==> src/rtl/pipe_stage_reg.sv <==
// Parametrised inter-stage pipeline register: DEPTH slices carrying valid, ctrl,
// two data words and a destination register, with stall, flush and occupancy.

module pipe_stage_slice #(
  parameter int DATA_W = 32,
  parameter int CTRL_W = 3,
  parameter int RN_W   = 5
) (
  input  logic              clock,
  input  logic              resetn,
  input  logic              stall,
  input  logic              flush,
  input  logic              valid_i,
  input  logic [CTRL_W-1:0] ctrl_i,
  input  logic [DATA_W-1:0] data0_i,
  input  logic [DATA_W-1:0] data1_i,
  input  logic [RN_W-1:0]   rn_i,
  output logic              valid_o,
  output logic [CTRL_W-1:0] ctrl_o,
  output logic [DATA_W-1:0] data0_o,
  output logic [DATA_W-1:0] data1_o,
  output logic [RN_W-1:0]   rn_o
);
  logic              valid_q;
  logic [CTRL_W-1:0] ctrl_q;
  logic [DATA_W-1:0] data0_q, data1_q;
  logic [RN_W-1:0]   rn_q;

  always_ff @(posedge clock) begin
    if (!resetn) begin
      valid_q <= 1'b0;
      ctrl_q  <= '0;
      data0_q <= '0;
      data1_q <= '0;
      rn_q    <= '0;
    end else if (flush) begin
      // Data words keep their value; only the fields that can cause writes are cleared.
      valid_q <= 1'b0;
      ctrl_q  <= '0;
      rn_q    <= '0;
    end else if (!stall) begin
      valid_q <= valid_i;
      ctrl_q  <= valid_i ? ctrl_i : '0;
      rn_q    <= valid_i ? rn_i : '0;
      data0_q <= data0_i;
      data1_q <= data1_i;
    end
  end

  assign valid_o = valid_q;
  assign ctrl_o  = ctrl_q;
  assign data0_o = data0_q;
  assign data1_o = data1_q;
  assign rn_o    = rn_q;
endmodule

module pipe_stage_reg #(
  parameter int DATA_W = 32,
  parameter int CTRL_W = 3,
  parameter int RN_W   = 5,
  parameter int DEPTH  = 1,
  parameter int CNT_W  = 4
) (
  input  logic              clock,
  input  logic              resetn,
  input  logic              stall,
  input  logic              flush,
  input  logic              in_valid,
  input  logic [CTRL_W-1:0] in_ctrl,
  input  logic [DATA_W-1:0] in_data0,
  input  logic [DATA_W-1:0] in_data1,
  input  logic [RN_W-1:0]   in_rn,
  output logic              out_valid,
  output logic [CTRL_W-1:0] out_ctrl,
  output logic [DATA_W-1:0] out_data0,
  output logic [DATA_W-1:0] out_data1,
  output logic [RN_W-1:0]   out_rn,
  output logic              busy,
  output logic [CNT_W-1:0]  occupancy
);
  if (DEPTH < 1 || DEPTH > 8 || (2 ** CNT_W) <= DEPTH) begin : g_bad_cfg
    $error("pipe_stage_reg: DEPTH must be 1..8 and 2**CNT_W > DEPTH");
  end

  // Index 0 is the upstream input, index k+1 is the output of slice k.
  logic [DEPTH:0]             v_chain;
  logic [DEPTH:0][CTRL_W-1:0] c_chain;
  logic [DEPTH:0][DATA_W-1:0] d0_chain, d1_chain;
  logic [DEPTH:0][RN_W-1:0]   rn_chain;

  assign v_chain[0]  = in_valid;
  assign c_chain[0]  = in_ctrl;
  assign d0_chain[0] = in_data0;
  assign d1_chain[0] = in_data1;
  assign rn_chain[0] = in_rn;

  for (genvar k = 0; k < DEPTH; k++) begin : g_slice
    pipe_stage_slice #(.DATA_W(DATA_W), .CTRL_W(CTRL_W), .RN_W(RN_W)) u_slice (
      .clock   (clock),
      .resetn  (resetn),
      .stall   (stall),
      .flush   (flush),
      .valid_i (v_chain[k]),
      .ctrl_i  (c_chain[k]),
      .data0_i (d0_chain[k]),
      .data1_i (d1_chain[k]),
      .rn_i    (rn_chain[k]),
      .valid_o (v_chain[k+1]),
      .ctrl_o  (c_chain[k+1]),
      .data0_o (d0_chain[k+1]),
      .data1_o (d1_chain[k+1]),
      .rn_o    (rn_chain[k+1])
    );
  end

  // Next-state valid vector mirrors the slice priority so the count lands on the same edge.
  logic [DEPTH-1:0] vld_d;
  logic [CNT_W-1:0] occ_d, occ_q;

  always_comb begin
    vld_d = '0;
    if (resetn && !flush) vld_d = stall ? v_chain[DEPTH:1] : v_chain[DEPTH-1:0];
    occ_d = '0;
    for (int k = 0; k < DEPTH; k++) occ_d = occ_d + CNT_W'(vld_d[k]);
  end

  always_ff @(posedge clock) begin
    if (!resetn) occ_q <= '0;
    else         occ_q <= occ_d;
  end

  assign out_valid = v_chain[DEPTH];
  assign out_ctrl  = out_valid ? c_chain[DEPTH] : '0;
  assign out_rn    = out_valid ? rn_chain[DEPTH] : '0;
  assign out_data0 = d0_chain[DEPTH];
  assign out_data1 = d1_chain[DEPTH];
  assign occupancy = occ_q;
  assign busy      = (occ_q != '0);
endmodule

==> config.mk <==
export PLATFORM = sky130hd
export DESIGN_NAME = pipe_stage_reg
export DESIGN_NICKNAME = d
export VERILOG_FILES = /design/src/rtl/pipe_stage_reg.sv
export SDC_FILE = /design/constraint.sdc
export NUM_CORES = 1
export LEC_CHECK = 0
export ABC_AREA = 1
export BUFFER_PORTS_ARGS = -buffer_cell sky130_fd_sc_hd__buf_2
export CAP_MARGIN = 10
export CORE_UTILIZATION = 34
export CTS_CLUSTER_DIAMETER = 200
export DETAILED_ROUTE_END_ITERATION = 12
export PLACE_DENSITY = 0.74
export SYNTH_ARGS = -nofsm -noshare
export SYNTH_HDL_FRONTEND = slang
export SYNTH_SLANG_ARGS = --single-unit
==> constraint.sdc <==
create_clock -name clock -period 0.8 [get_ports clock]
set_input_delay 0.08 -clock clock [delete_from_list [all_inputs] [get_ports clock]]
set_output_delay 0.08 -clock clock [all_outputs]
set_load 0.03 [all_outputs]
Yosys cells after proc, flatten, opt, wreduce, memory -nomap -nowiden
Index checks and enable logic that the tools add are counted.
Operators by class
  mux-type cells: 5
  bitwise logic cells: 3
  reduce and logical (&&, ||, !) cells: 6
Operator list (count)
  $mux 5: 2
  $mux 3: 2
  $reduce_and 2->1: 2
  $reduce_bool 4->1: 1
  $not 1->1: 3
  $reduce_or 2->1: 1
  $logic_and 1x1->1: 1
  $logic_not 1->1: 1
  $mux 1: 1
Storage, ports and cells
  bits in registers: 77
  bits of input ports: 77
  output and inout port bits: 78
  logic and storage cells: 21

Logic depth before layout (Yosys ltp)
  depth in word-level cells: 3
  mapped depth: 6

Cells and area by module
Synthesis repeated with hierarchy kept, for this count alone.
Unflattened totals
  cell total of the unflattened synthesis: 476
  area, all modules: 3083.0 µm²
By module, submodules not included
  pipe_stage_slice: times used 1, cells an instance 447, area an instance 2927.8 µm²
  pipe_stage_reg: times used 1, cells an instance 29, area an instance 155.1 µm²

Least setup slack after synthesis
OpenSTA, ideal clock, no wires.
  path type: flip-flop to output port
  from: register g_slice[0].u_slice.valid_q
  to: output out_ctrl[0]
  arrival time: 1.040 ns
  setup slack: -0.320 ns
  cell stages (with the launch flop): 4
  cells stage by stage: dfxtp_1 -> clkbuf_1 -> nand2_1 -> inv_1
Between the ends
  longest elaborated chain between the ends: 1
Ends and longest elaborated chain
  start, declared: line 24  | logic valid_q;
  start signal, assigned: line 42  | valid_q <= valid_i;
  $mux 3: line 133  | assign out_ctrl = out_valid ? c_chain[DEPTH] : '0;
  end, declared: line 74  | output logic [CTRL_W-1:0] out_ctrl,
No other way between the ends.

Final worst setup path
  from: register g_slice[0].u_slice.valid_q
  to: output out_ctrl[2]
Same word-level chain as after synthesis.

==> impl_metrics.env <==
export IMPL_outcome="finished with violations"
export IMPL_violations="negative setup slack"
export IMPL_yosysWarnings=0
export IMPL_antenna_cells=0
export IMPL_grt_pass1_wl_mm=12.9
export IMPL_seq_area_sq_mm=0.00157
export IMPL_vias=3089
export IMPL_core_area_sq_mm=0.00872
export IMPL_syn2layout_area_growth_pct=57.1
export IMPL_yosysTopAreaCell="dfxtp_1"
export IMPL_ir_worst_vdd_mv=0.920
export IMPL_first_global_vias=3005
export IMPL_clk_pin_slew_ns=0.08
export IMPL_fillCellCount=820
export IMPL_die_area_sq_mm=0.00938
export IMPL_final_cell_mix="nand2_1 (147), nor2_1 (127), buf_2 (77), buf_6 (74)"
export IMPL_placed_cells=710
export IMPL_synth_seq_cells=74
export IMPL_grt_max_degree=67
export IMPL_p_sw_uw=2520
export IMPL_clockBufferDepth=2
export IMPL_layout_drive_gt1_share=0.400
export IMPL_p_comb_frac=0.192
export IMPL_p_leak_uw=0.00259
export IMPL_placed_area_sq_mm=0.00389
export IMPL_start_util=0.351
export IMPL_crit_start="g_slice[0].u_slice.valid_o"
export IMPL_end_kind="output port"
export IMPL_clock_skew_ns=0.000278
export IMPL_rows=34
export IMPL_numCtsBuffers=9
export IMPL_crit_path_max_fanout=10
export IMPL_synth_cells=471
export IMPL_cts_root_buf="clkbuf_8"
export IMPL_htreeDepth=3
export IMPL_place_gp_congestion=0.724
export IMPL_totalPowerFinal_uw=9530
export IMPL_r2r_start="g_slice[0].u_slice.data1_o[2]"
export IMPL_rsz0062_at_grt="yes"
export IMPL_p_int_uw=7010
export IMPL_dr_pass1_iters=6
export IMPL_slew_viol_final=0
export IMPL_whs_ns=0.0251
export IMPL_wl_per_cell_microns=10.3
export IMPL_cp_data_required_time_ns=0.72
export IMPL_fin_area_sq_mm=0.00480
export IMPL_cts_sinks=74
export IMPL_antenna_found_initial=0
export IMPL_synth_distinct_cells=11
export IMPL_die_x_microns=96.8
export IMPL_ant_nets=0
export IMPL_vias_per_cell=4.19
export IMPL_clockPowerShare=0.376
export IMPL_fin_crit_ns=1.08
export IMPL_dp_hpwl_mm=4.91
export IMPL_critPathKind="reg2out"
export IMPL_worst_slack_ns=-0.281
export IMPL_grt_usage=0.167
export IMPL_die_h_microns=96.8
export IMPL_multi_input_area_sq_mm=0.00115
export IMPL_cts_tree="built"
export IMPL_grt_overflow_total=0
export IMPL_avgSynthCellArea_sq_um=6.49
export IMPL_setup_tns_ns=-7.66
export IMPL_insertion_delay_ns=0.33
export IMPL_fmax_mhz=925
export IMPL_final_cells=738
export IMPL_synth_top_area_frac=0.484
export IMPL_nets=702
export IMPL_finalCritPeriodShare=1.35
export IMPL_critPathArrivalTime_ns=1.00
export IMPL_switching_share=0.264
export IMPL_yosys_top_cells_area="dfxtp_1 (48%), nand2_1 (18%), nor2_1 (16%)"
export IMPL_rrSetupSlack_ns=0
export IMPL_hold_path_class="in2reg"
export IMPL_dr_first_iter_drc_count=41
export IMPL_p_seq_frac=0.431
export IMPL_power_density_mw_per_mm2=1980
export IMPL_min_from="in_data0[3]"
export IMPL_finalSetupViolCount=76
export IMPL_io_buffers=151
export IMPL_hold_viol_final=0
export IMPL_ys_seq_area_frac=0.484
export IMPL_startpoint_type="flip-flop"
export IMPL_drv_max_cap_violation_count=0
export IMPL_mostFrequentLayoutCell="nand2_1"
export IMPL_ios=155
export IMPL_wirelength_mm=7.59
export IMPL_syn_area_sq_mm=0.00306
export IMPL_drc=0
-- power by group through the flow --
stage | combinational [uW] | clock, uW | sequential [uW]
2_1_floorplan | 614 | 0 | 4520
3_3_place_gp | 1500 | 0 | 4090
3_5_place_dp | 1530 | 0 | 4100
4_1_cts | 1830 | 3710 | 4110
5_1_grt | 2010 | 3850 | 4140
6_report | 1830 | 3580 | 4110
-- metrics by stage --
| step | setup WS [ns] | utilization |
|---|---|---|
| 2_1_floorplan | 0.000331 | - |
| 3_3_place_gp | -0.146 | 0.446 |
| 3_5_place_dp | -0.175 | 0.446 |
| 4_1_cts | -0.311 | 0.550 |
| 5_1_grt | -0.351 | 0.551 |
| 6_report | -0.281 | 0.551 |
-- cell type report --
cell class                 count  area share
sequential                    74       0.326
tap                          108      0.0281
timing repair buffer         169       0.296
clock inverter                 4      0.0203
inverter                      74      0.0578
multi-input combinational    297       0.239
clock buffer                  12      0.0323
-- cells by family after synthesis --
family / after synthesis / synth area share
buf+inv: 102 / 0.146
other cells: 1 / 0.00123
flops: 74 / 0.484
compound gates: 10 / 0.0164
simple gates: 284 / 0.352
-- critical path: stages (launching register included) --
cell and delay (ns):
dfxtp_4 0.41, nand2_1 0.08, inv_2 0.06, buf_6 0.12
-- final timing paths --
kind | endpoint | cells past startpoint
hold reg to reg | g_slice[0].u_slice.rn_o[0] | 2
setup reg to reg | g_slice[0].u_slice.data1_o[2] | 4
hold / removal | g_slice[0].u_slice.data0_o[3] | 5
setup / recovery | out_ctrl[2] | 3
-- registers in the layout, summed over array words and instances, names as in the netlist --
name and cells:
occupancy 1, g_slice.u_slice.valid_o 1, g_slice.u_slice.rn_o 5, g_slice.u_slice.data0_o 32, g_slice.u_slice.ctrl_o 3, g_slice.u_slice.data1_o 32
-- repair_timing --
action,4_1_cts,5_1_grt
hold buffers,8,0
endpoints found under the hold margin,8,0
setup endpoints to repair,75,75
pin swaps,0,1
gates resized for setup,213,1
cloned,0,0
setup buffers,3,1
-- routing by layer --
metal  vias to the layer above  global-route usage  part of all wire
met5                         -                   0                 0
met2                       100               0.303              0.52
li1                       1638                   -                 -
met3                        10              0.0484             0.062
met1                      1341               0.181              0.41
met4                         0              0.0689             0.011
-- synth_stat cells --
cell and instances:
dfxtp_1 74, a21oi_1 10, clkbuf_1 3, buf_4 13, nand2_1 147, clkinv_1 1, conb_1 1, nand3_1 8
buf_2 12, inv_1 73, nor2_1 129
Note: power is estimated with default switching activity, not from simulation.
